$ cat src/rtl/arb_defs_pkg.sv
`default_nettype none
// ============================================================================
//  Module      : arb_defs (package)
//  Description : Shared definitions for the round-robin grant controller:
//                arbiter state encoding and requester-count derivation.
//  Revision    : 1.0 - initial release
// ============================================================================
package arb_defs;

  // Arbiter states: IDLE arbitrates, BUSY holds the current owner.
  typedef enum logic [0:0] {
    ST_IDLE = 1'b0,
    ST_BUSY = 1'b1
  } state_e;

  // Number of requesters served for a given index width.
  function automatic int n_req(input int data_size);
    return 1 << data_size;
  endfunction

endpackage
`default_nettype wire

$ cat src/rtl/lab19_encoder.sv
`default_nettype none
// ============================================================================
//  Module      : lab19_encoder
//  Description : One-hot to binary encoder with a non-zero flag. An all-zero
//                input encodes to index 0 with flag_valid low.
//  Revision    : 1.0 - initial release
// ============================================================================
module lab19_encoder
  import arb_defs::*;
#(
  parameter int DATA_SIZE = 2,
  localparam int N_IN = n_req(DATA_SIZE)
) (
  input  logic [N_IN-1:0]      data_i,
  output logic [DATA_SIZE-1:0] code_o,
  output logic                 flag_valid
);

  // OR together the indices of all set bits; exact for one-hot input.
  always_comb begin
    code_o = '0;
    for (int k = 0; k < N_IN; k++) begin
      if (data_i[k]) code_o = code_o | DATA_SIZE'(k);
    end
  end

  assign flag_valid = |data_i;

endmodule
`default_nettype wire

$ cat src/rtl/rr_grant_ctrl.sv
`default_nettype none
// ============================================================================
//  Module      : rr_grant_ctrl
//  Description : Round-robin arbiter sharing one resource among 2**DATA_SIZE
//                requesters. A grant is held until the owner drops its
//                request or MAX_HOLD cycles elapse; a timed-out requester is
//                masked until it drops and re-raises its request.
//  Revision    : 1.0 - initial release
// ============================================================================
module rr_grant_ctrl
  import arb_defs::*;
#(
  parameter int DATA_SIZE = 2,
  parameter int MAX_HOLD  = 16,
  localparam int N_REQ    = n_req(DATA_SIZE)
) (
  input  logic                 clk,
  input  logic                 rst_n,
  input  logic [N_REQ-1:0]     req,
  output logic [N_REQ-1:0]     grant,
  output logic [DATA_SIZE-1:0] grant_idx,
  output logic                 grant_valid,
  output logic                 timeout
);

  localparam int HW = ($clog2(MAX_HOLD + 1) < 1) ? 1 : $clog2(MAX_HOLD + 1);
  localparam logic [HW-1:0] MAX_HOLD_C = HW'(MAX_HOLD);

  state_e               state_q, state_d;
  logic [N_REQ-1:0]     grant_q, grant_d;
  logic [N_REQ-1:0]     mask_q, mask_d;
  logic                 valid_q, valid_d;
  logic                 timeout_q, timeout_d;
  logic [DATA_SIZE-1:0] ptr_q, ptr_d;
  logic [DATA_SIZE-1:0] owner_q, owner_d;
  logic [HW-1:0]        hold_q, hold_d;

  logic [N_REQ-1:0]     eligible;
  logic [DATA_SIZE:0]   pick_res;
  logic                 found;
  logic [DATA_SIZE-1:0] winner;
  logic                 enc_valid;

  // First eligible index searching start, start+1, ... (wraps naturally
  // because N_REQ is a power of two). Returns {found, index}.
  function automatic logic [DATA_SIZE:0] rr_pick(input logic [N_REQ-1:0]     elig,
                                                 input logic [DATA_SIZE-1:0] start);
    logic [DATA_SIZE:0]   res;
    logic [DATA_SIZE-1:0] idx;
    res = '0;
    // Walk from the farthest offset down so the nearest hit wins last.
    for (int i = N_REQ - 1; i >= 0; i--) begin
      idx = start + DATA_SIZE'(i);
      if (elig[idx]) res = {1'b1, idx};
    end
    return res;
  endfunction

  assign eligible = req & ~mask_q;
  assign pick_res = rr_pick(eligible, ptr_q);
  assign found    = pick_res[DATA_SIZE];
  assign winner   = pick_res[DATA_SIZE-1:0];

  // Next-state and output decode; every target defaults to holding.
  always_comb begin
    state_d   = state_q;
    grant_d   = grant_q;
    valid_d   = valid_q;
    timeout_d = 1'b0;
    ptr_d     = ptr_q;
    owner_d   = owner_q;
    hold_d    = hold_q;
    mask_d    = mask_q & req;   // a dropped request always clears its mask
    case (state_q)
      ST_IDLE: begin
        if (found) begin
          grant_d = N_REQ'(1) << winner;
          valid_d = 1'b1;
          hold_d  = HW'(1);
          ptr_d   = winner + DATA_SIZE'(1);
          owner_d = winner;
          state_d = ST_BUSY;
        end
      end
      ST_BUSY: begin
        if (!req[owner_q]) begin
          // Release has priority over a coincident timeout.
          grant_d = '0;
          valid_d = 1'b0;
          hold_d  = '0;
          state_d = ST_IDLE;
        end else if ((MAX_HOLD != 0) && (hold_q == MAX_HOLD_C)) begin
          grant_d         = '0;
          valid_d         = 1'b0;
          hold_d          = '0;
          timeout_d       = 1'b1;
          mask_d[owner_q] = 1'b1;
          state_d         = ST_IDLE;
        end else begin
          hold_d = hold_q + HW'(1);
        end
      end
      default: state_d = ST_IDLE;
    endcase
  end

  // State and output registers with asynchronous reset.
  always_ff @(posedge clk or negedge rst_n) begin
    if (!rst_n) begin
      state_q   <= ST_IDLE;
      grant_q   <= '0;
      mask_q    <= '0;
      valid_q   <= 1'b0;
      timeout_q <= 1'b0;
      ptr_q     <= '0;
      owner_q   <= '0;
      hold_q    <= '0;
    end else begin
      state_q   <= state_d;
      grant_q   <= grant_d;
      mask_q    <= mask_d;
      valid_q   <= valid_d;
      timeout_q <= timeout_d;
      ptr_q     <= ptr_d;
      owner_q   <= owner_d;
      hold_q    <= hold_d;
    end
  end

  // Binary index for the downstream mux select, decoded from the grant flops.
  lab19_encoder #(
    .DATA_SIZE (DATA_SIZE)
  ) u_enc (
    .data_i     (grant_q),
    .code_o     (grant_idx),
    .flag_valid (enc_valid)
  );

  assign grant       = grant_q;
  assign grant_valid = valid_q;
  assign timeout     = timeout_q;

  // The valid flop must always agree with the decoded grant vector.
  a_valid_consistent: assert property (@(posedge clk) disable iff (!rst_n)
                                       valid_q == enc_valid);

endmodule
`default_nettype wire

$ cat config.mk
export PLATFORM = sky130hd
export DESIGN_NAME = rr_grant_ctrl
export DESIGN_NICKNAME = d
export VERILOG_FILES = /design/src/rtl/arb_defs_pkg.sv /design/src/rtl/lab19_encoder.sv /design/src/rtl/rr_grant_ctrl.sv
export SDC_FILE = /design/constraint.sdc
export NUM_CORES = 1
export LEC_CHECK = 0
export BUFFER_PORTS_ARGS = -buffer_cell sky130_fd_sc_hd__buf_2
export CORE_UTILIZATION = 50
export DETAILED_ROUTE_END_ITERATION = 6
export PLACE_DENSITY = 0.73
export SYNTH_ARGS = -nofsm -noshare
export SYNTH_HDL_FRONTEND = slang
export SYNTH_SLANG_ARGS = --single-unit
$ cat constraint.sdc
create_clock -name clk -period 1.75 [get_ports clk]
set_clock_uncertainty 0.05 [all_clocks]
set_input_delay 0.2625 -clock clk [delete_from_list [all_inputs] [get_ports clk]]
set_output_delay 0.2625 -clock clk [all_outputs]
set_load 0.01 [all_outputs]
Word-level counts from Yosys, hierarchy flattened
Cells that the tools add are included.
- output and inout port bits: 8
- logic and storage cells: 72
- bits of input ports: 6
- register bits after elaboration: 20
- equal/unequal tests: 3
- reductions and logical operators: 3
- add/subtract/negate cells: 5
- mux-type cells: 41
- magnitude comparators: 6
- shift-type cells: 1
- bitwise operators: 5
- operators with widths (cell ; count):
    $mux W4 ; 6
    $mux W1 ; 16
    $lt A2 B3 Y1 const B ; 5
    $mux W5 ; 3
    $mux W3 ; 4
    $bmux W1 S2 ; 5
    $pmux W5 S2 ; 1
    $and A4 B4 Y4 ; 2
    $pmux W4 S2 ; 1
    $add A5 B1 Y5 const B ; 1
    $eq A5 B5 Y1 const B ; 1
    $add A2 B1 Y2 const B ; 2
    $add A2 B2 Y2 const B ; 2
    $mux W2 ; 2
    $not A4 Y4 ; 1
    $or A4 B4 Y4 ; 1
    $pmux W1 S2 ; 2
    $reduce_and A2 Y1 ; 2
    $shl A1 B2 Y4 const A ; 1
    $ne A3 B2 Y1 const B ; 1
    $demux W1 S2 ; 1
    $ge A2 B1 Y1 const B ; 1
    $ne A2 B2 Y1 const B ; 1
    $logic_and A1 B1 Y1 ; 1
    $not A1 Y1 ; 1

Logic depth before layout (Yosys ltp)
- depth after elaboration: 11
- depth in mapped cells: 7
- gate-level depth less buffers: 7

Modules after synthesis
From an unflattened synthesis, not the netlist that was laid out.
- cell total of the unflattened synthesis: 95
- area total of the unflattened synthesis: 1038.5 sq um
- by module, submodules not included (module ; times used ; cells an instance ; area an instance (sq um) ; sequential area each (sq um)):
    rr_grant_ctrl ; 1 ; 92 ; 1018.5 ; 500.5
    lab19_encoder ; 1 ; 3 ; 20.0 ; 0.0

Worst setup path before layout
No wires, ideal clock.
- path kind: register -> register
- from: register mask_q[3]
- to: register ptr_q[1]
- required time: 1579 ps
- setup time: 121 ps
- cell stages (with the launch flop): 7
- clock period less this slack: 1663 ps
- slack: 87 ps
- arrival: 1492 ps
- path buffers: 1
- cells stage by stage: dfrtp_1 -> nand2b_1 -> buf_6 -> a211oi_2 -> nand3_2 -> a2111o_1 -> a22o_1
- longest elaborated chain between the ends: 9
- elaborated cells on any way between the ends: 16
- classes of those cells: 1 x add/sub; 12 x mux; 2 x bitwise; 1 x reduce/logical
- RTL lines (element ; line ; RTL):
    start, declared ; rr_grant_ctrl.sv:31 ; logic [N_REQ-1:0] mask_q, mask_d;
    start signal, assigned ; rr_grant_ctrl.sv:121 ; mask_q <= mask_d;
    $not A4 Y4 * ; rr_grant_ctrl.sv:59 ; assign eligible = req & ~mask_q;
    $and A4 B4 Y4 * ; rr_grant_ctrl.sv:59 ;
    $bmux W1 S2 ; rr_grant_ctrl.sv:54 ; if (elig[idx]) res = {1'b1, idx};
    $mux W1 (not written as such) ; rr_grant_ctrl.sv:54 ;
    $mux W3 (3 in series) ; rr_grant_ctrl.sv:54 ;
    $mux W3 * ; rr_grant_ctrl.sv:54 ;
    $add A2 B1 Y2 or $reduce_and A2 Y1 (tied branches) ; -- ;
    end signal, assigned ; rr_grant_ctrl.sv:124 ; ptr_q <= ptr_d;
    end, declared ; rr_grant_ctrl.sv:34 ; logic [DATA_SIZE-1:0] ptr_q, ptr_d;
Every way passes the cells marked *; elsewhere a longest branch is shown, timed or not. The select of a mux whose other input is x is not followed.
A chain may end at the register's enable or synchronous reset.

Worst setup path after layout
Ends and elaborated chain as after synthesis.

==> impl_metrics.py <==
metrics = {
    "clocking": {
        "cts_sinks": 20,
        "cts_tree": "yes",
        "cts_buffers": 3,
        "clk_path_buf_depth": 2,
        "htreeDepth": 1,
        "clkTransAtPathRegs_ns": 0.13,
        "clock_latency_ns": 0.31,
        "ctsRootBufferMaster": "clkbuf_4",
    },
    "finish": {
        "final_nets": 136,
        "antenna-diode-count": 0,
        "layout_common_cells": "dfrtp_1 (20), nand2_1 (14), buf_2 (13)",
        "syn2layout_area_growth_pct": 19.59,
        "final_util_pct": 63.84,
        "drive_above_1_share_pct": 26.77,
        "nFillCells": 172,
        "layout_commonest_cell": "dfrtp_1",
        "fin_area_sq_um": 1252,
    },
    "yosys": {
        "yosysWarnings": 0,
        "synth-edff-count": 0,
        "ys_seq_area_share_pct": 47.79,
        "synth-simple-area-share_pct": 25.09,
        "synthMuxAreaShare_pct": 2.151,
        "synthesis.area_sq_um": 1047,
        "postSynthAreaPerCell_sq_um": 9.974,
        "syn_inst": 105,
        "synth_ff_type": "dfrtp_1",
        "ys_ff_latch": 20,
        "synthDistinctLibCells": 34,
        "syn_nets": 113,
        "synthXorXnorAreaFrac_pct": 0,
        "synthAdderAreaFrac_pct": 2.389,
        "synth-compound-area-share_pct": 19.24,
        "synth_top_family_by_area": "simple AND/OR/NAND/NOR gates",
        "postSynth.asyncResetShare_pct": 100.0,
    },
    "global_routing": {
        "overflow": 0,
        "grt_max_degree": 21,
        "use_met3_pct": 2.264,
        "grt_pass1_vias": 719,
        "gr-max-usage-layer": "met2",
        "grtUsageMet1_pct": 29.90,
        "antenna_found_initial": 0,
        "track_usage_pct": 20.50,
        "grt_pass1_wl_microns": 3222,
        "grtUsageMet2_pct": 31.08,
    },
    "floorplan": {
        "num_rows": 16,
        "start_util_pct": 53.38,
        "pin_count": 14,
        "die_height_microns": 47.77,
        "dieArea_sq_um": 2282,
        "fp.dieW_microns": 47.77,
        "core-area_sq_um": 1962,
    },
    "place": {
        "placed_area_sq_um": 1179,
        "port_buffers": 13,
        "pre_cts_ws_ns": 0.04009,
        "dp_hpwl_microns": 1552,
        "routabilityCongestion": 0.9432,
    },
    "critical_path": {
        "crit_path_start": "mask_q[3]",
        "required_ns": 1.91,
        "start_kind": "register",
        "cp-endpoint": "ptr_q[1]",
        "arrival_ns": 1.83,
        "cp_max_fo": 8,
        "r2r_start": "mask_q[3]",
        "reg2reg_depth": 5,
        "r2r_setup_slack_ns": 0.08,
        "r2r-end": "ptr_q[1]",
        "path_class": "reg2reg",
        "end_kind": "register",
    },
    "route": {
        "wl_per_cell_microns": 13.73,
        "finalWirelength_microns": 2115,
        "drc": 0,
        "vias": 859,
        "via_per_inst": 5.578,
        "ant_nets": 0,
        "drt_iter0_drc": 16,
        "firstDrtPassIters": 5,
    },
    "timing": {
        "setup_violations": 0,
        "slew-limit-headroom_pct": 71.30,
        "final_max_slew_viol_count": 0,
        "finalHoldViolations": 0,
        "timing.hold.ws_ns": 0.1751,
        "max_freq_mhz": 598.4,
        "setup_ws_ns": 0.07884,
        "tightest_slew_ns": 0.4304,
        "finalSetupTns_ns": 0,
        "fin_crit_ns": 1.671,
        "rsz0062_at_grt": "false",
        "min_period_over_period_pct": 95.49,
    },
    "hold_path": {
        "hp-class": "in2reg",
    },
    "power": {
        "ir_drop_mv": 0.9520,
        "power_density_nw_per_um2": 1516,
        "p_leak_nw": 0.5814,
    },
    "run": {
        "maxCapViolations": 0,
    },
    "outcome": {
        "outcome": "finished, final reports clean",
    },
}
==> worst min-delay path by stage <==
stage          slack (ns)         to   start  cells after the start
6_report             0.18  mask_q[1]  req[1]                      3
5_1_grt              0.18  mask_q[1]  req[1]                      3
4_1_cts              0.15  mask_q[3]  req[3]                      2
3_5_place_dp         0.18  mask_q[1]   rst_n                      1
3_3_place_gp         0.18  mask_q[1]   rst_n                      1
2_1_floorplan       -0.08   grant[0]   rst_n                      0
==> cell type report <==
type | count | area (sq um) | area share (%)
multi-input cells | 78 | 523.0 | 41.76
flip-flops and latches | 20 | 500.5 | 39.96
repair buffers | 21 | 127.6 | 10.19
well taps | 27 | 33.78 | 2.697
clock inverters | 1 | 30.03 | 2.398
clock buffers | 3 | 22.52 | 1.798
inverters | 4 | 15.01 | 1.199
==> repair_timing <==
item | in CTS | in global routing
hold buffers | 1 | 0
gates resized for setup | 0 | 3
endpoints found under the setup margin | 0 | 3
buffers inserted | 0 | 0
endpoints found under the hold margin | 20 | 0
==> metrics by stage <==
step           power (W)  cells
2_1_floorplan   0.001219    105
5_1_grt         0.002027    154
4_1_cts         0.001902    154
3_3_place_gp    0.001495    149
3_5_place_dp    0.001516    149
6_report        0.001899    154
==> where the power goes <==
group / switching, W / total [W] / internal (W)
registers: 0.000149 / 0.000741 / 0.000592
logic: 0.000400 / 0.000781 / 0.000380
clock network: 0.000146 / 0.000378 / 0.000232
==> cells by family after synthesis <==
kind of cell | after synthesis
and+or+nand+nor | 46
AOI/OAI and AO/OA | 29
DFF | 20
buffers and inverters | 7
adders and majority gates | 2
muxes | 1
==> state kept, by name (all words and copies together) (netlist names) <==
register and cells:
grant 4, grant_valid 1, hold_q 5, mask_q 4, owner_q 2, ptr_q 2, state_q 1, timeout 1
==> worst max-delay path: stages, from the launching register on <==
cell	delay [ns]
dfrtp_1	0.39
nand2b_2	0.25
a211oi_2	0.23
nand3_2	0.11
a2111o_1	0.38
a22o_1	0.18
==> cell usage after synthesis (2+ instances only) <==
cell type	count	area (sq um)
a22o_1	3	26.28
nor3b_1	2	15.01
nor2_1	4	15.01
o21ai_1	10	50.05
nand2b_1	6	37.54
dfrtp_1	20	500.5
a21oi_1	4	20.02
or2_2	3	18.77
nand4b_1	2	17.52
a32o_1	4	40.04
o21ai_0	2	10.01
nand3_2	2	20.02
nor2b_1	3	18.77
inv_1	4	15.01
ha_1	2	25.02
nand2_1	14	52.55
nand3_1	3	15.01
==> metal layers <==
metal / vias to the layer above / wire length (microns)
met5: - / 0
met3: 2 / 62
li1: 429 / -
met1: 411 / 1036
met4: 0 / 13
met2: 17 / 1003
Power figures use the tool's default switching activity.
